$ cat config.mk
export PLATFORM = sky130hd
export DESIGN_NAME = maxpool_sequencer
export DESIGN_NICKNAME = d
export VERILOG_FILES = /design/src/rtl/maxpool_sequencer.sv
export SDC_FILE = /design/constraint.sdc
export NUM_CORES = 1
export LEC_CHECK = 0
export BUFFER_PORTS_ARGS = -buffer_cell sky130_fd_sc_hd__buf_2
export CORE_ASPECT_RATIO = 0.8
export CORE_MARGIN = 5
export CORE_UTILIZATION = 46
export CTS_BUF_LIST = sky130_fd_sc_hd__clkbuf_8
export DETAILED_ROUTE_END_ITERATION = 10
export PLACE_DENSITY = 0.73
export SLEW_MARGIN = 20
export SYNTH_ARGS = -nofsm -noshare
export SYNTH_HDL_FRONTEND = slang
export SYNTH_SLANG_ARGS = --single-unit
$ cat constraint.sdc
create_clock -name clk -period 3.8 [get_ports clk]
set_clock_uncertainty 0.05 [all_clocks]
set_input_delay 0.57 -clock clk [delete_from_list [all_inputs] [get_ports clk]]
set_output_delay 0.57 -clock clk [all_outputs]
set_load 0.02 [all_outputs]
$ cat src/rtl/maxpool_sequencer.sv
// Per-layer sequencer in front of the maxpool engine: accepts one layer
// configuration, forwards the conv stream through a one-deep register slice,
// tags each beat with the engine's window flags and marks the layer's last beat.
module maxpool_sequencer #(
  parameter int UNITS        = 2,
  parameter int GROUPS       = 2,
  parameter int WORD_WIDTH   = 8,
  parameter int POOL_MAX     = 9,
  parameter int WIN_WIDTH    = 16,
  parameter int I_IS_NOT_MAX = 0,
  parameter int I_IS_MAX     = 1,
  parameter int I_IS_1X1     = 2
) (
  input  logic                                  clk,
  input  logic                                  clken,
  input  logic                                  resetn,
  input  logic                                  cfg_valid,
  output logic                                  cfg_ready,
  input  logic [$clog2(POOL_MAX+1)-1:0]         cfg_pool_len,
  input  logic [WIN_WIDTH-1:0]                  cfg_windows,
  input  logic                                  s_valid,
  output logic                                  s_ready,
  input  logic [GROUPS*UNITS*2*WORD_WIDTH-1:0]  s_data,
  output logic                                  m_valid,
  input  logic                                  m_ready,
  output logic [GROUPS*UNITS*2*WORD_WIDTH-1:0]  m_data,
  output logic [I_IS_1X1:0]                     m_user,
  output logic                                  m_last,
  output logic                                  busy,
  output logic                                  err_cfg
);

  localparam int PLW = $clog2(POOL_MAX+1);
  localparam int CW  = (POOL_MAX > 1) ? $clog2(POOL_MAX) : 1;
  localparam int UW  = I_IS_1X1 + 1;

  typedef enum logic [1:0] {IDLE, RUN, DRAIN} state_t;

  state_t               state;
  logic [PLW-1:0]       pool_len;
  logic [WIN_WIDTH-1:0] windows;
  logic [WIN_WIDTH-1:0] win_cnt;
  logic [CW-1:0]        beat_cnt;

  logic                 take;
  logic                 drain;
  logic                 win_close;
  logic                 layer_end;
  logic                 cfg_ok;
  logic [UW-1:0]        user_next;

  assign cfg_ready = (state == IDLE);
  assign busy      = (state != IDLE);
  // s_ready is gated by clken so upstream never sees a handshake the slice ignores
  assign s_ready   = clken && (state == RUN) && (!m_valid || m_ready);
  assign take      = s_valid && s_ready;
  assign drain     = m_valid && m_ready;
  assign win_close = (PLW'(beat_cnt) == pool_len - PLW'(1));
  assign layer_end = win_close && (win_cnt == windows - WIN_WIDTH'(1));
  assign cfg_ok    = (cfg_pool_len != '0) && (cfg_pool_len <= PLW'(POOL_MAX)) &&
                     (cfg_windows != '0);

  // One-hot window flag for the beat being accepted
  always_comb begin
    user_next = '0;
    if (pool_len == PLW'(1))
      user_next[I_IS_1X1] = 1'b1;
    else if (win_close)
      user_next[I_IS_MAX] = 1'b1;
    else
      user_next[I_IS_NOT_MAX] = 1'b1;
  end

  // Layer FSM, window/beat counters and the registered output slice
  always_ff @(posedge clk or negedge resetn) begin
    if (!resetn) begin
      state    <= IDLE;
      pool_len <= '0;
      windows  <= '0;
      win_cnt  <= '0;
      beat_cnt <= '0;
      m_valid  <= 1'b0;
      m_data   <= '0;
      m_user   <= '0;
      m_last   <= 1'b0;
      err_cfg  <= 1'b0;
    end else if (clken) begin
      unique case (state)
        IDLE: begin
          if (cfg_valid) begin
            if (cfg_ok) begin
              pool_len <= cfg_pool_len;
              windows  <= cfg_windows;
              beat_cnt <= '0;
              win_cnt  <= '0;
              state    <= RUN;
            end else begin
              err_cfg  <= 1'b1;
            end
          end
        end
        RUN: begin
          // A drain followed by a load in the same cycle leaves the new beat in place
          if (drain) begin
            m_valid <= 1'b0;
            m_last  <= 1'b0;
            m_user  <= '0;
          end
          if (take) begin
            m_data  <= s_data;
            m_valid <= 1'b1;
            m_user  <= user_next;
            m_last  <= layer_end;
            if (win_close) begin
              beat_cnt <= '0;
              win_cnt  <= win_cnt + WIN_WIDTH'(1);
            end else begin
              beat_cnt <= beat_cnt + CW'(1);
            end
            if (layer_end)
              state <= DRAIN;
          end
        end
        DRAIN: begin
          if (drain) begin
            m_valid <= 1'b0;
            m_last  <= 1'b0;
            m_user  <= '0;
            state   <= IDLE;
          end
        end
        default: state <= IDLE;
      endcase
    end
  end

endmodule

==> results of run 1 <==
-- cell usage in the layout, fill, tap and decap left out, types with 7 or more instances in the layout --
cell,instances
xnor2_1,27
o21ai_0,14
nor2_1,25
a21oi_1,16
inv_1,17
ha_1,8
clkbuf_8,9
nand4_1,10
nor3_1,13
buf_2,161
or3_1,7
mux2_2,85
nand2_1,18
nor4_1,9
dfrtp_1,112
nand3_1,11
-- cell families (layout without fill, tap and decap cells) --
kind of cell	after synthesis	after routing	share of synthesized area (%)
AOI/OAI and AO/OA	59	59	7.36
muxes	87	87	18.1
and+or+nand+nor	121	121	12.6
buffers and inverters	34	198	2.62
DFF	112	112	52.0
adders and majority gates	8	8	1.86
xor gates and xnor gates	32	32	5.48
-- worst max path at each step --
stage / slack (ns) / start / cells after the start / end
after floorplan: 1.31 / state[1] / 9 / win_cnt[13]
after global placement: 0.92 / cfg_windows[10] / 8 / win_cnt[5]
after detailed placement: 0.86 / cfg_windows[10] / 8 / win_cnt[7]
after CTS: 0.82 / pool_len[0] / 9 / win_cnt[7]
after global routing: 0.56 / pool_len[0] / 9 / win_cnt[5]
final: 0.77 / pool_len[0] / 9 / win_cnt[7]
-- metrics by stage --
stage / util, % / setup slack, ns / cell area, um^2 / std cells
final: 56.9 / 0.775 / 6550 / 765
after detailed placement: 55.1 / 0.865 / 6350 / 749
after CTS: 56.9 / 0.819 / 6550 / 765
after global placement: 55.1 / 0.915 / 6350 / 749
after floorplan: - / 1.31 / 5390 / 453
after global routing: 56.9 / 0.562 / 6550 / 765
-- layer usage --
layer / track usage, % / part of all wire (%) / up-vias
met5: 0 / 0 / -
met4: 7.93 / 2.9 / 0
met3: 4.93 / 6.3 / 29
met2: 28.3 / 47 / 159
met1: 25.1 / 44 / 2018
li1: - / - / 1942
-- power by group through the flow --
stage / Clock (mW) / Sequential (mW) / Combinational [mW]
after floorplan: 0 / 2.47 / 1.15
after global placement: 0 / 2.07 / 2.22
after detailed placement: 0 / 2.11 / 2.30
after CTS: 0.752 / 2.08 / 2.30
after global routing: 0.794 / 2.15 / 2.47
final: 0.730 / 2.08 / 2.28
-- flip-flops by register name, summed over array words and instances, names as in the netlist --
| signal | cells |
|---|---|
| state | 2 |
| m_valid | 1 |
| windows | 16 |
| m_data | 64 |
| m_user | 3 |
| err_cfg | 1 |
| pool_len | 4 |
| win_cnt | 16 |
| beat_cnt | 4 |
| m_last | 1 |
-- worst register-to-register path, stage by stage (launching register included) --
cell     delay, ns
dfrtp_1       0.45
inv_1         0.08
ha_1          0.15
xor3_1        0.42
nor3_2        0.20
a21o_1        0.23
nand3_1       0.38
or2_1         0.48
or3_1         0.36
a21oi_1       0.16
-- cell type report --
| class | instances | share of cell area [%] |
|---|---|---|
| flip-flops and latches | 112 | 42.8 |
| multi-input cells | 307 | 37.3 |
| repair buffers | 166 | 13.1 |
| well taps | 148 | 2.83 |
| clock buffers | 9 | 1.89 |
| clock inverters | 7 | 1.20 |
| inverters | 16 | 0.916 |
==> flow_summary.json, run 1 <==
{
  "yosys_warnings": 0,
  "rows": 35,
  "syn_avg_cell_area_um2": 11.9,
  "grt_pass1_wl_mm": 20.6,
  "totalWireLength_mm": 13.1,
  "cts_sinks": 112,
  "drc": 0,
  "via_per_inst": 5.42,
  "seqCellArea_um2": 2800,
  "slowest_stage": "or2_1",
  "tns_ns": 0,
  "netlist_instances": 453,
  "critPathArrivalTime_ns": 3.28,
  "rsz0062_at_grt": "no",
  "p_clk_share_pct": 14.3,
  "start_util_pct": 46.8,
  "min_path_type": "in -> async",
  "yosysMostFrequentCell": "dfrtp_1",
  "crit_fanout": 14,
  "synth_area_leaders": "dfrtp_1 (52%), mux2_2 (18%), xnor2_1 (4.4%)",
  "finalHoldViolCount": 0,
  "synth_edf_count": 0,
  "slowest_delay_ns": 0.48,
  "yosysSeqAreaShare_pct": 52.0,
  "synth_seq_cells": 112,
  "worstMarginPinSlew_ns": 0.839,
  "start_kind": "flop",
  "htreeDepth": 3,
  "drive_gt1_share_pct": 45.1,
  "multi_input_area_um2": 2450,
  "nNetsFinal": 710,
  "cts.clk_slew.worst_paths_ns": 0.11,
  "crit_type": "reg -> reg",
  "clock_latency_ns": 0.37,
  "dp_hpwl_mm": 10.1,
  "grt_start_max_net_pins": 83,
  "grt_overflow_total": 0,
  "period_share_pct": 79.6,
  "max_cap_violations": 0,
  "cts_root_buf": "clkbuf_8",
  "r2r-start": "pool_len[0]",
  "p_switching_mw": 2.08,
  "die_y_um": 107,
  "synth_area_um2": 5390,
  "io_pins": 163,
  "path_buf_inv": 1,
  "crit_path_cell_trace": "inv_1, ha_1, xor3_1, nor3_2, a21o_1, nand3_1, or2_1, or3_1, a21oi_1",
  "clock.fmax_mhz": 331,
  "antenna_found_initial": 0,
  "drt-pass1-iter-count": 4,
  "relSlewSlack_pct": 44.0,
  "period_minus_slack_ns": 3.03,
  "max-vdd-ir-drop_uv": 366,
  "p_per_area_nw_per_um2": 777,
  "synthFlopType": "dfrtp_1",
  "r2r_end": "win_cnt[7]",
  "setup_viol": 0,
  "area_delta_synth_final_pct": 21.6,
  "fp.coreArea_um2": 11500,
  "dieArea_um2": 14000,
  "clock_path_buffers": 2,
  "synthTopCellsByCount": "dfrtp_1 (112), mux2_2 (85), xnor2_1 (27)",
  "drt-initial-drc-count": 352,
  "leakage_nw": 3.04,
  "pwr-share-comb_pct": 44.8,
  "postCtsHoldBufs": 0,
  "synthDistinctLibCells": 61,
  "status": "complete, no violations",
  "async_flop_share_pct": 100,
  "rrSetupSlack_ns": 0.77,
  "num-fill-cells": 981,
  "cts_made_buffers": 9,
  "cp.required_ns": 4.05,
  "yosysTopAreaCell": "dfrtp_1",
  "p_sw_share_pct": 40.9,
  "drtAntennaViolNets": 0,
  "intPower_mw": 3.01,
  "timing.hold.ws_ns": 0.0642,
  "critPathCaptureType": "flop",
  "power_mw": 5.09,
  "die_width_um": 131,
  "vias": 4148,
  "port_buffers": 162,
  "grt_usage_pct": 18.6,
  "gp_congestion": 0.893,
  "grt_pass1_vias": 4159,
  "synth_nets": 551,
  "cts_tree": "built",
  "num_antenna_cells": 0,
  "drv_slew": 0,
  "power_frac_seq_pct": 40.9,
  "synth.top_cell.area_share_pct": 52.0,
  "wl_per_cell_um": 17.2,
  "r2r.worst_path.cells": 9,
  "crit_family": "simple AND/OR/NAND/NOR gates",
  "cts_setup_buffers": 0,
  "cts-resized-gates": 0
}
No activity file was read; power rests on OpenSTA's default activity.
==> run 2, diff against run 1 <==
- ABC_AREA: unset -> 1
- PLACE_DENSITY: 0.73 -> 0.72
- clock period: 3.8 -> 2.9 ns (I/O delays scaled with it)
==> run 2 against run 1 <==
  * Combinational power shrank 87%
  * Setup slack worse by 0.19 ns
  * Area after synthesis is 9.7% higher
  * Core utilization shrank 1.0 points
  * Global-route usage grew 1.8 points
  * Worst hold slack better by 0.11 ns
  * Via count rose by 30%
==> flow_summary.json, run 2 <==
{
  "htreeDepth": 3,
  "critPathArrivalTime_ns": 2.55,
  "rows": 37,
  "min_path_type": "in -> reg",
  "cts-resized-gates": 0,
  "synth_area_um2": 5910,
  "crit_path_cell_trace": "inv_1, ha_1, nand2_1, nor2_1, nand2_1, nand2_1, nand2_1, nor2_1, nand2_1, nor2_1, nand3_1, nor2_1, nand3_1, nand3_1, nand2_1",
  "start_util_pct": 46.4,
  "tns_ns": 0,
  "vias": 5377,
  "fin_ws_ns": 0.589,
  "dp_hpwl_mm": 11.5,
  "synthDistinctLibCells": 38,
  "syn_avg_cell_area_um2": 7.43,
  "pre_cts_ws_ns": 0.646,
  "power_frac_seq_pct": 56.3,
  "grt_pass1_vias": 5168,
  "synth_nets": 894,
  "synthTopCellsByCount": "nand2_1 (354), dfrtp_1 (112), inv_1 (82)",
  "worstMarginPinSlew_ns": 0.513,
  "cts_setup_buffers": 0,
  "port_buffers": 162,
  "slowest_delay_ns": 0.43,
  "totalWireLength_mm": 15.1,
  "clock.fmax_mhz": 433,
  "area_delta_synth_final_pct": 20.3,
  "reg_top3": "m_data x64, win_cnt x16, windows x16",
  "grt_pass1_wl_mm": 25.1,
  "critPathCaptureType": "flop",
  "yosys_warnings": 0,
  "cts_root_buf": "clkbuf_8",
  "final_cell_mix": "nand2_1 (354), buf_2 (161), dfrtp_1 (112), inv_1 (82), nor2_1 (53)",
  "yosysSeqAreaShare_pct": 47.4,
  "die_y_um": 111,
  "rsz0062_at_grt": "no",
  "leakage_nw": 4.13,
  "grt_overflow_total": 0,
  "synth_seq_cells": 112,
  "nNetsFinal": 1049,
  "io_pins": 163,
  "power_mw": 2.82,
  "fp.coreArea_um2": 12700,
  "pwr-share-comb_pct": 10.5,
  "via_per_inst": 4.75,
  "p_switching_uw": 771,
  "setup_viol": 0,
  "final_cell_area_um2": 7110,
  "finalHoldViolCount": 0,
  "drtAntennaViolNets": 0,
  "crit_fanout": 5,
  "crit_family": "simple AND/OR/NAND/NOR gates",
  "status": "complete, no violations",
  "dp.cells": 1114,
  "drv_slew": 0,
  "gp_congestion": 0.887,
  "max_cap_violations": 0,
  "crit_type": "reg -> reg",
  "synth.top_cell.area_share_pct": 47.4,
  "p_sw_share_pct": 27.4,
  "placed_area_um2": 6900,
  "antenna_found_initial": 0,
  "intPower_mw": 2.05,
  "drive_gt1_share_pct": 22.2,
  "drc": 0,
  "synth_area_leaders": "dfrtp_1 (47%), nand2_1 (22%), inv_1 (5.2%)",
  "timing.hold.ws_ns": 0.175,
  "synthFlopType": "dfrtp_1",
  "netlist_instances": 796,
  "drt-initial-drc-count": 417,
  "utilization_pct": 55.9,
  "grt_start_max_net_pins": 73,
  "path_buf_inv": 1,
  "die_width_um": 137,
  "cts_sinks": 112,
  "synth_edf_count": 0,
  "grt_usage_pct": 20.4,
  "cts.clk_slew.worst_paths_ns": 0.11,
  "largest_reg_flops": 64,
  "start_kind": "flop",
  "drt-pass1-iter-count": 5,
  "cp.required_ns": 3.14,
  "relSlewSlack_pct": 65.5,
  "p_per_area_nw_per_um2": 396,
  "slowest_stage": "dfrtp_1",
  "postCtsHoldBufs": 1,
  "clock_latency_ns": 0.39,
  "cts_tree": "built",
  "period_share_pct": 79.7,
  "async_flop_share_pct": 100,
  "cts_made_buffers": 9,
  "dieArea_um2": 15200,
  "final_cells": 1131,
  "yosysMostFrequentCell": "nand2_1",
  "clock_path_buffers": 2,
  "cpMostUsedCell": "nand2_1",
  "regMostFlops": "m_data",
  "final_common_cell": "nand2_1",
  "p_clk_share_pct": 33.2,
  "max-vdd-ir-drop_uv": 289,
  "period_minus_slack_ns": 2.31,
  "wl_per_cell_um": 13.3,
  "yosysTopAreaCell": "dfrtp_1",
  "num_antenna_cells": 0
}
==> run 2: changes by cell type after synthesis, sizes merged, moves of 8 or more <==
cell / delta
nand2: +340
mux2: -85
inv: +68
nor2: +32
nand3: +29
o21ai: +19
xnor2: -19
nor3: -11
clkbuf: +10
o31ai: +10
xor2: +9
nor4: -8
==> run 2: logic make-up after synthesis <==
family,count (synthesis),synth area share (%)
AND/OR/NAND/NOR,482,33.3
flip-flops,112,47.4
buffers and inverters,111,7.49
AO/OA/AOI/OAI,62,7.03
XOR/XNOR,21,3.11
adder cells (fa/ha/maj),8,1.69
==> run 2: area by class of cell <==
cell class | instances | area, um^2
flip-flops and latches | 112 | 2800
repair buffers | 171 | 908
clock inverters | 6 | 62.6
inverters | 84 | 315
clock buffers | 10 | 138
well taps | 175 | 219
fillers | 1220 | 5620
multi-input cells | 573 | 2670
==> run 2: layer usage <==
metal / wire [um] / part of all wire (%) / up-vias / track usage [%]
li1: - / - / 2767 / -
met1: 7090 / 47 / 2436 / 29.4
met2: 6670 / 44 / 164 / 30.7
met3: 1120 / 7.5 / 10 / 6.10
met4: 167 / 1.1 / 0 / 4.16
met5: 0 / 0 / - / 0
==> run 2: worst paths after layout <==
kind | startpoint | end | slack [ns] | depth (start not counted)
setup / recovery | windows[0] | state[0] | 0.59 | 15
hold / removal | s_data[22] | m_data[22] | 0.17 | 3
setup reg to reg | windows[0] | state[0] | 0.59 | 15
hold reg to reg | m_data[48] | m_data[48] | 0.44 | 2
max in group asynchronous | resetn | m_data[29] | 1.72 | 3
min in group asynchronous | resetn | windows[5] | 0.41 | 2
==> run 2: worst register-to-register path: stages (launching register included) <==
cell     delay (ns)
dfrtp_1        0.43
inv_1          0.14
ha_1           0.24
nand2_1        0.11
nor2_1         0.30
nand2_1        0.09
nand2_1        0.07
nand2_1        0.04
nor2_1         0.07
nand2_1        0.06
nor2_1         0.08
nand3_1        0.07
nor2_1         0.17
nand3_1        0.13
nand3_1        0.09
nand2_1        0.06
==> run 2: power by group through the flow <==
stage | clock network, mW | logic, mW | registers (mW)
finish | 0.935 | 0.296 | 1.59
global route | 1.02 | 0.345 | 1.59
CTS | 0.969 | 0.297 | 1.58
detailed placement | 0 | 0.295 | 1.62
global placement | 0 | 0.293 | 1.62
floorplan | 0 | 0.163 | 1.61
